**config.mk**
```make
export PLATFORM = sky130hd
export DESIGN_NAME = addr_gen_unit_flat
export DESIGN_NICKNAME = d
export VERILOG_FILES = /design/src/rtl/addr_gen_pkg.sv /design/src/rtl/addr_gen_unit_if.sv /design/src/rtl/lfsr_gen.sv /design/src/rtl/addr_gen_unit.sv /design/src/flat_wrapper.sv
export SDC_FILE = /design/constraint.sdc
export NUM_CORES = 1
export LEC_CHECK = 0
export ABC_AREA = 1
export CAP_MARGIN = 20
export CORE_MARGIN = 2
export CORE_UTILIZATION = 61
export CTS_BUF_LIST = sky130_fd_sc_hd__clkbuf_8 sky130_fd_sc_hd__clkbuf_16
export DETAILED_ROUTE_END_ITERATION = 16
export GPL_TIMING_DRIVEN = 0
export PLACE_DENSITY = 0.91
export SLEW_MARGIN = 0
export SYNTH_ARGS = -nofsm -noshare
export SYNTH_HDL_FRONTEND = slang
export SYNTH_SLANG_ARGS = --single-unit
```
**constraint.sdc**
```tcl
create_clock -name clk_i -period 9.2 [get_ports clk_i]
set_input_delay 1.38 -clock clk_i [delete_from_list [all_inputs] [get_ports clk_i]]
set_output_delay 1.38 -clock clk_i [all_outputs]
set_load 0.005 [all_outputs]
```
**src/rtl/addr_gen_pkg.sv**
```systemverilog
// Shared types and defaults for the address generator.
package addr_gen_pkg;

  typedef enum logic [2:0] {
    ModeFixed  = 3'd0,
    ModeRandom = 3'd1,
    ModeWalk1  = 3'd2,
    ModeWalk0  = 3'd3,
    ModeIncr   = 3'd4
  } mode_t;

  typedef enum logic [1:0] {
    StIdle = 2'd0,
    StRun  = 2'd1,
    StFin  = 2'd2
  } state_t;

  localparam logic [31:0] DefaultLfsrPoly = 32'h8020_0003;
  localparam logic [31:0] DefaultLfsrSeed = 32'h0000_0001;

endpackage

```
**src/rtl/addr_gen_unit_if.sv**
```systemverilog
// Command and address-stream bundle between the generator (master) and its user (slave).
interface addr_gen_unit_if #(
  parameter int unsigned ADDR_W = 32,
  parameter int unsigned CNT_W  = 16
);
  logic              start_i;
  logic [2:0]        mode_i;
  logic [ADDR_W-1:0] base_addr_i;
  logic [ADDR_W-1:0] addr_mask_i;
  logic [CNT_W-1:0]  trans_cnt_i;
  logic [ADDR_W-1:0] addr_o;
  logic              addr_valid_o;
  logic              addr_ready_i;
  logic              busy_o;
  logic              done_o;

  modport master (
    input  start_i, mode_i, base_addr_i, addr_mask_i, trans_cnt_i, addr_ready_i,
    output addr_o, addr_valid_o, busy_o, done_o
  );

  modport slave (
    output start_i, mode_i, base_addr_i, addr_mask_i, trans_cnt_i, addr_ready_i,
    input  addr_o, addr_valid_o, busy_o, done_o
  );
endinterface

```
**src/rtl/lfsr_gen.sv**
```systemverilog
// Right-shifting Galois LFSR that steps only when adv_i is high.
module lfsr_gen #(
  parameter int unsigned  W    = 32,
  parameter logic [W-1:0] POLY = W'(32'h8020_0003),
  parameter logic [W-1:0] SEED = W'(32'h0000_0001)
) (
  input  logic         clk_i,
  input  logic         rst_i,
  input  logic         adv_i,
  output logic [W-1:0] value_o
);

  logic [W-1:0] lfsr_q, lfsr_d;

  always_comb begin
    lfsr_d = lfsr_q;
    if (adv_i) begin
      lfsr_d = lfsr_q[0] ? ((lfsr_q >> 1) ^ POLY) : (lfsr_q >> 1);
    end
  end

  always_ff @(posedge clk_i or posedge rst_i) begin
    if (rst_i) begin
      lfsr_q <= SEED;
    end else begin
      lfsr_q <= lfsr_d;
    end
  end

  assign value_o = lfsr_q;

endmodule

```
**src/rtl/addr_gen_unit.sv**
```systemverilog
// Address generator: issues trans_cnt addresses in one of five patterns over valid/ready.
// Define ADDR_GEN_ABORT_EN to add the abort_i input that ends a running sequence early.
module addr_gen_unit
  import addr_gen_pkg::*;
#(
  parameter int unsigned       ADDR_W    = 32,
  parameter int unsigned       CNT_W     = 16,
  parameter logic [ADDR_W-1:0] LFSR_POLY = ADDR_W'(DefaultLfsrPoly),
  parameter logic [ADDR_W-1:0] LFSR_SEED = ADDR_W'(DefaultLfsrSeed)
) (
  input  logic             clk_i,
  input  logic             rst_i,
`ifdef ADDR_GEN_ABORT_EN
  input  logic             abort_i,
`endif
  addr_gen_unit_if.master  bus
);

  state_t            state_q, state_d;
  mode_t             mode_q, mode_d, start_mode;
  logic [ADDR_W-1:0] base_q, base_d;
  logic [ADDR_W-1:0] mask_q, mask_d;
  logic [ADDR_W-1:0] addr_q, addr_d;
  logic [CNT_W-1:0]  remain_q, remain_d;
  logic              valid_q, valid_d;
  logic              busy_q, busy_d;
  logic              done_q, done_d;
  logic              xfer, lfsr_adv;
  logic [ADDR_W-1:0] lfsr_val, lfsr_nxt, first_addr, next_addr;

  function automatic logic [ADDR_W-1:0] win(input logic [ADDR_W-1:0] b,
                                            input logic [ADDR_W-1:0] m,
                                            input logic [ADDR_W-1:0] x);
    return (b & ~m) | (x & m);
  endfunction

  lfsr_gen #(
    .W    (ADDR_W),
    .POLY (LFSR_POLY),
    .SEED (LFSR_SEED)
  ) u_lfsr (
    .clk_i   (clk_i),
    .rst_i   (rst_i),
    .adv_i   (lfsr_adv),
    .value_o (lfsr_val)
  );

  // Value the LFSR moves to on this step; a transfer issues the window of that value.
  assign lfsr_nxt = lfsr_val[0] ? ((lfsr_val >> 1) ^ LFSR_POLY) : (lfsr_val >> 1);
  assign xfer     = valid_q & bus.addr_ready_i;

  always_comb begin
    start_mode = (bus.mode_i <= 3'd4) ? mode_t'(bus.mode_i) : ModeFixed;
    case (start_mode)
      ModeRandom: first_addr = win(bus.base_addr_i, bus.addr_mask_i, lfsr_val);
      ModeWalk1:  first_addr = {{(ADDR_W-1){1'b0}}, 1'b1};
      ModeWalk0:  first_addr = {{(ADDR_W-1){1'b1}}, 1'b0};
      default:    first_addr = bus.base_addr_i;
    endcase
    case (mode_q)
      ModeRandom: next_addr = win(base_q, mask_q, lfsr_nxt);
      ModeWalk1,
      ModeWalk0:  next_addr = {addr_q[ADDR_W-2:0], addr_q[ADDR_W-1]};
      ModeIncr:   next_addr = win(base_q, mask_q, addr_q + ADDR_W'(1));
      default:    next_addr = base_q;
    endcase
  end

  always_comb begin
    state_d  = state_q;
    mode_d   = mode_q;
    base_d   = base_q;
    mask_d   = mask_q;
    addr_d   = addr_q;
    remain_d = remain_q;
    valid_d  = valid_q;
    busy_d   = busy_q;
    done_d   = 1'b0;
    lfsr_adv = 1'b0;
    case (state_q)
      StIdle: begin
        if (bus.start_i) begin
          busy_d   = 1'b1;
          lfsr_adv = 1'b1;
          if (bus.trans_cnt_i != '0) begin
            mode_d   = start_mode;
            base_d   = bus.base_addr_i;
            mask_d   = bus.addr_mask_i;
            remain_d = bus.trans_cnt_i;
            addr_d   = first_addr;
            valid_d  = 1'b1;
            state_d  = StRun;
          end else begin
            state_d = StFin;
          end
        end
      end
      StRun: begin
        if (xfer) begin
          lfsr_adv = 1'b1;
          if (remain_q == CNT_W'(1)) begin
            valid_d = 1'b0;
            state_d = StFin;
          end else begin
            remain_d = remain_q - CNT_W'(1);
            addr_d   = next_addr;
          end
        end
`ifdef ADDR_GEN_ABORT_EN
        // A same-cycle transfer above still counts; nothing further is issued.
        if (abort_i) begin
          valid_d = 1'b0;
          state_d = StFin;
        end
`endif
      end
      StFin: begin
        done_d  = 1'b1;
        busy_d  = 1'b0;
        state_d = StIdle;
      end
      default: state_d = StIdle;
    endcase
  end

  always_ff @(posedge clk_i or posedge rst_i) begin
    if (rst_i) begin
      state_q  <= StIdle;
      mode_q   <= ModeFixed;
      base_q   <= '0;
      mask_q   <= '0;
      addr_q   <= '0;
      remain_q <= '0;
      valid_q  <= 1'b0;
      busy_q   <= 1'b0;
      done_q   <= 1'b0;
    end else begin
      state_q  <= state_d;
      mode_q   <= mode_d;
      base_q   <= base_d;
      mask_q   <= mask_d;
      addr_q   <= addr_d;
      remain_q <= remain_d;
      valid_q  <= valid_d;
      busy_q   <= busy_d;
      done_q   <= done_d;
    end
  end

  assign bus.addr_o       = addr_q;
  assign bus.addr_valid_o = valid_q;
  assign bus.busy_o       = busy_q;
  assign bus.done_o       = done_q;

endmodule

```
**src/flat_wrapper.sv**
```systemverilog
// flat-port wrapper written by rule: the top's interface ports become plain ports
module addr_gen_unit_flat import addr_gen_pkg::*;
#(
  parameter int unsigned       ADDR_W    = 32,
  parameter int unsigned       CNT_W     = 16,
  parameter logic [ADDR_W-1:0] LFSR_POLY = ADDR_W'(DefaultLfsrPoly),
  parameter logic [ADDR_W-1:0] LFSR_SEED = ADDR_W'(DefaultLfsrSeed)
)
  (clk_i, rst_i, bus_start_i, bus_mode_i, bus_base_addr_i, bus_addr_mask_i, bus_trans_cnt_i, bus_addr_ready_i, bus_addr_o, bus_addr_valid_o, bus_busy_o, bus_done_o);
  addr_gen_unit_if #(.ADDR_W(ADDR_W), .CNT_W(CNT_W)) bus_i ();
  input  logic clk_i;
  input  logic rst_i;
  input wire logic [$bits(bus_i.start_i)-1:0] bus_start_i;
  input wire logic [$bits(bus_i.mode_i)-1:0] bus_mode_i;
  input wire logic [$bits(bus_i.base_addr_i)-1:0] bus_base_addr_i;
  input wire logic [$bits(bus_i.addr_mask_i)-1:0] bus_addr_mask_i;
  input wire logic [$bits(bus_i.trans_cnt_i)-1:0] bus_trans_cnt_i;
  input wire logic [$bits(bus_i.addr_ready_i)-1:0] bus_addr_ready_i;
  output wire logic [$bits(bus_i.addr_o)-1:0] bus_addr_o;
  output wire logic [$bits(bus_i.addr_valid_o)-1:0] bus_addr_valid_o;
  output wire logic [$bits(bus_i.busy_o)-1:0] bus_busy_o;
  output wire logic [$bits(bus_i.done_o)-1:0] bus_done_o;
  assign bus_i.start_i = bus_start_i;
  assign bus_i.mode_i = bus_mode_i;
  assign bus_i.base_addr_i = bus_base_addr_i;
  assign bus_i.addr_mask_i = bus_addr_mask_i;
  assign bus_i.trans_cnt_i = bus_trans_cnt_i;
  assign bus_i.addr_ready_i = bus_addr_ready_i;
  assign bus_addr_o = bus_i.addr_o;
  assign bus_addr_valid_o = bus_i.addr_valid_o;
  assign bus_busy_o = bus_i.busy_o;
  assign bus_done_o = bus_i.done_o;
  addr_gen_unit #(.ADDR_W(ADDR_W), .CNT_W(CNT_W), .LFSR_POLY(LFSR_POLY), .LFSR_SEED(LFSR_SEED)) u_core (.clk_i(clk_i), .rst_i(rst_i), .bus(bus_i));
endmodule
```
==> impl_metrics.ini <==
[timing]
fin_crit_sh_pct = 36.5
max_freq_mhz = 298
finalWorstSetupSlack_ps = 5840
maxSlewHeadroom_pct = 40.3
slew_viol_final = 0
hold_viol_final = 0
setup_tns_ps = 0
period_needed_ps = 3360
setup_viol = 0
finClkSkew_ps = 10.5
worst_pin_slew_ps = 896
rsz0062_at_grt = no

[critical_path]
required_ps = 9540
path_class = input pin to register
worstPathArrival_ps = 3690
end_kind = register
crit_fanout = 11
start_kind = input pin

[worst_hold_path]
hold_path.class = register to register

[cells_and_area]
regArea_sq_mm = 0.00380
drive_above_1_share_pct = 8.20
multi_input_area_sq_mm = 0.00489
final_area_sq_mm = 0.0117
area_growth_pct = 22.4
fin_nets = 1626
layout_common_cells = nand2_1, nor2_1, dfrtp_1
nFillCells = 1158
final_common_cell = nand2_1

[global_routing]
grt_usage_pct = 42.7
gr-total-overflow = 0
grt_pass1_wl_um = 54100
antenna_found_initial = 1
first_global_vias = 10200
grt_max_degree = 99

[flow_run]
max_cap_violations = 0

[drt]
num_vias = 10800
wl_um = 35000
antenna_left = 0
drc = 0
post_drt_wl_per_cell_um = 19.9
drt_iter0_markers = 1613
vias_per_cell = 6.14
first_pass_iters = 8

[yosys]
syn_avg_cell_area_sq_um = 6.85
synth_edf_count = 0
syn_nets = 1485
synth.distinct_cells = 44
synth_area_sq_mm = 0.00956
yosysTopAreaCellShare_pct = 39.5
synth_area_leaders = dfrtp_1, nand2_1, o21ai_0, a21oi_1, nor2_1
synth_ff_type = dfrtp_1
synthCells = 1395
synth_top_area_cell = dfrtp_1
ys_seq_elements = 152
seq_area_frac_synth_pct = 39.8
yosysWarnings = 0
synthArstFlopShare_pct = 100

[place]
hpwlAfterDp_um = 24400
place_area_sq_mm = 0.0111
port_buffers = 121
gp_congestion = 0.983
place_ws_ps = 5530

[die]
ios = 122
dieWidth_um = 129
rows = 45
initial_core_util_pct = 62.6
die_area_sq_mm = 0.0167
coreArea_sq_mm = 0.0153
die_y_um = 129

[power]
p_leak_uw = 0.00552
p_per_area_mw_per_mm2 = 388
ir_drop_mv = 0.217

[clock_network]
cts_setup_buffers = 0
path_clk_slew_ps = 70
numCtsBuffers = 17
cts_resized = 0
cts.sinks = 152
worstSkewPairLatency_ps = 440
clockRootBuffer = clkbuf_16
clk_path_buf_depth = 2
htreeDepth = 4
tritoncts = done
hold_buffers = 0

[run_status]
status = complete, no violations
-- worst paths after layout --
check                            startpoint               endpoint  slack [ps]  cells after the start
max                           bus_mode_i[0]  u_core.bus.addr_o[15]        5840                      9
min                        u_core.base_q[6]       u_core.base_q[6]         500                      1
max reg2reg                u_core.mode_q[1]  u_core.bus.addr_o[18]        7030                      8
min reg2reg                u_core.base_q[6]       u_core.base_q[6]         500                      1
max in group asynchronous             rst_i  u_core.bus.addr_o[28]        6940                      3
min in group asynchronous             rst_i       u_core.mask_q[3]        1370                      2
-- registers in the layout (all words and copies together) (netlist names) --
register,cells
u_core.base_q,32
u_core.bus.addr_o,32
u_core.mask_q,32
u_core.u_lfsr.value_o,32
u_core.remain_q,16
u_core.mode_q,3
u_core.state_q,2
u_core.bus.addr_valid_o,1
u_core.bus.busy_o,1
u_core.bus.done_o,1
-- synth_stat cells, types with 2 or more instances --
| master | count |
|---|---|
| a21oi_1 | 126 |
| a31oi_1 | 2 |
| buf_2 | 28 |
| buf_4 | 3 |
| buf_6 | 7 |
| clkbuf_1 | 19 |
| dfrtp_1 | 151 |
| ha_1 | 3 |
| inv_1 | 131 |
| inv_2 | 11 |
| inv_4 | 2 |
| mux2_1 | 12 |
| mux2_2 | 10 |
| nand2_1 | 406 |
| nand2_2 | 4 |
| nand2_4 | 3 |
| nand3_1 | 79 |
| nand3_2 | 4 |
| nand4_1 | 5 |
| nor2_1 | 153 |
| nor2_2 | 10 |
| nor3_1 | 24 |
| nor4_1 | 2 |
| o2111ai_1 | 2 |
| o211ai_1 | 2 |
| o21ai_0 | 144 |
| o21ai_1 | 21 |
| o31ai_1 | 3 |
| or2_2 | 3 |
| xor2_1 | 11 |
-- power by group --
group | internal (uW) | total [uW] | switching, uW
Sequential | 1000 | 1370 | 368
Combinational | 857 | 2400 | 1540
Clock | 440 | 769 | 329
Total | 2300 | 4540 | 2240
-- cell families (layout without fill, tap and decap cells) --
kind of cell	after synthesis	count (layout)	synth area share (%)
simple gates	701	701	30.7
xor+xnor	12	12	1.10
buf+inv	201	355	8.98
other cells	0	1	0
mux	22	22	2.59
flops	152	152	39.8
fa+ha+maj	3	3	0.393
compound gates	304	304	16.4
-- layer usage --
layer	wire length [um]	GRT usage (%)
met1	13100	57.8
met2	14700	62.1
met3	5140	12.6
met4	2030	22.8
met5	0	0
-- layout make-up --
cell class	count	area share, %
Antenna cell	1	0.0214
Inverter	144	4.71
Tap cell	211	2.26
Multi-Input combinational cell	1042	41.8
Clock buffer	17	3.64
Sequential cell	152	32.5
Clock inverter	15	1.74
Buffer	57	2.67
Timing Repair Buffer	122	10.6
-- critical path: stages --
cell and delay [ps]:
clkdlybuf4s50_1 540, nand2_4 200, nand2_1 300, clkbuf_1 670, o21ai_0 170, a21oi_1 210, nor3_1 90, nand2_1 70
nand2_1 40
-- metrics by stage --
step | hold WS (ps) | power [uW] | std cells | utilization, %
after floorplan | 453 | 2770 | 1395 | -
after global placement | 480 | 3540 | 1727 | 72.3
after detailed placement | 486 | 3620 | 1728 | 72.5
after CTS | 500 | 4420 | 1760 | 76.6
after global routing | 524 | 4790 | 1760 | 76.6
final | 501 | 4540 | 1761 | 76.6
Power figures use the tool's default switching activity.
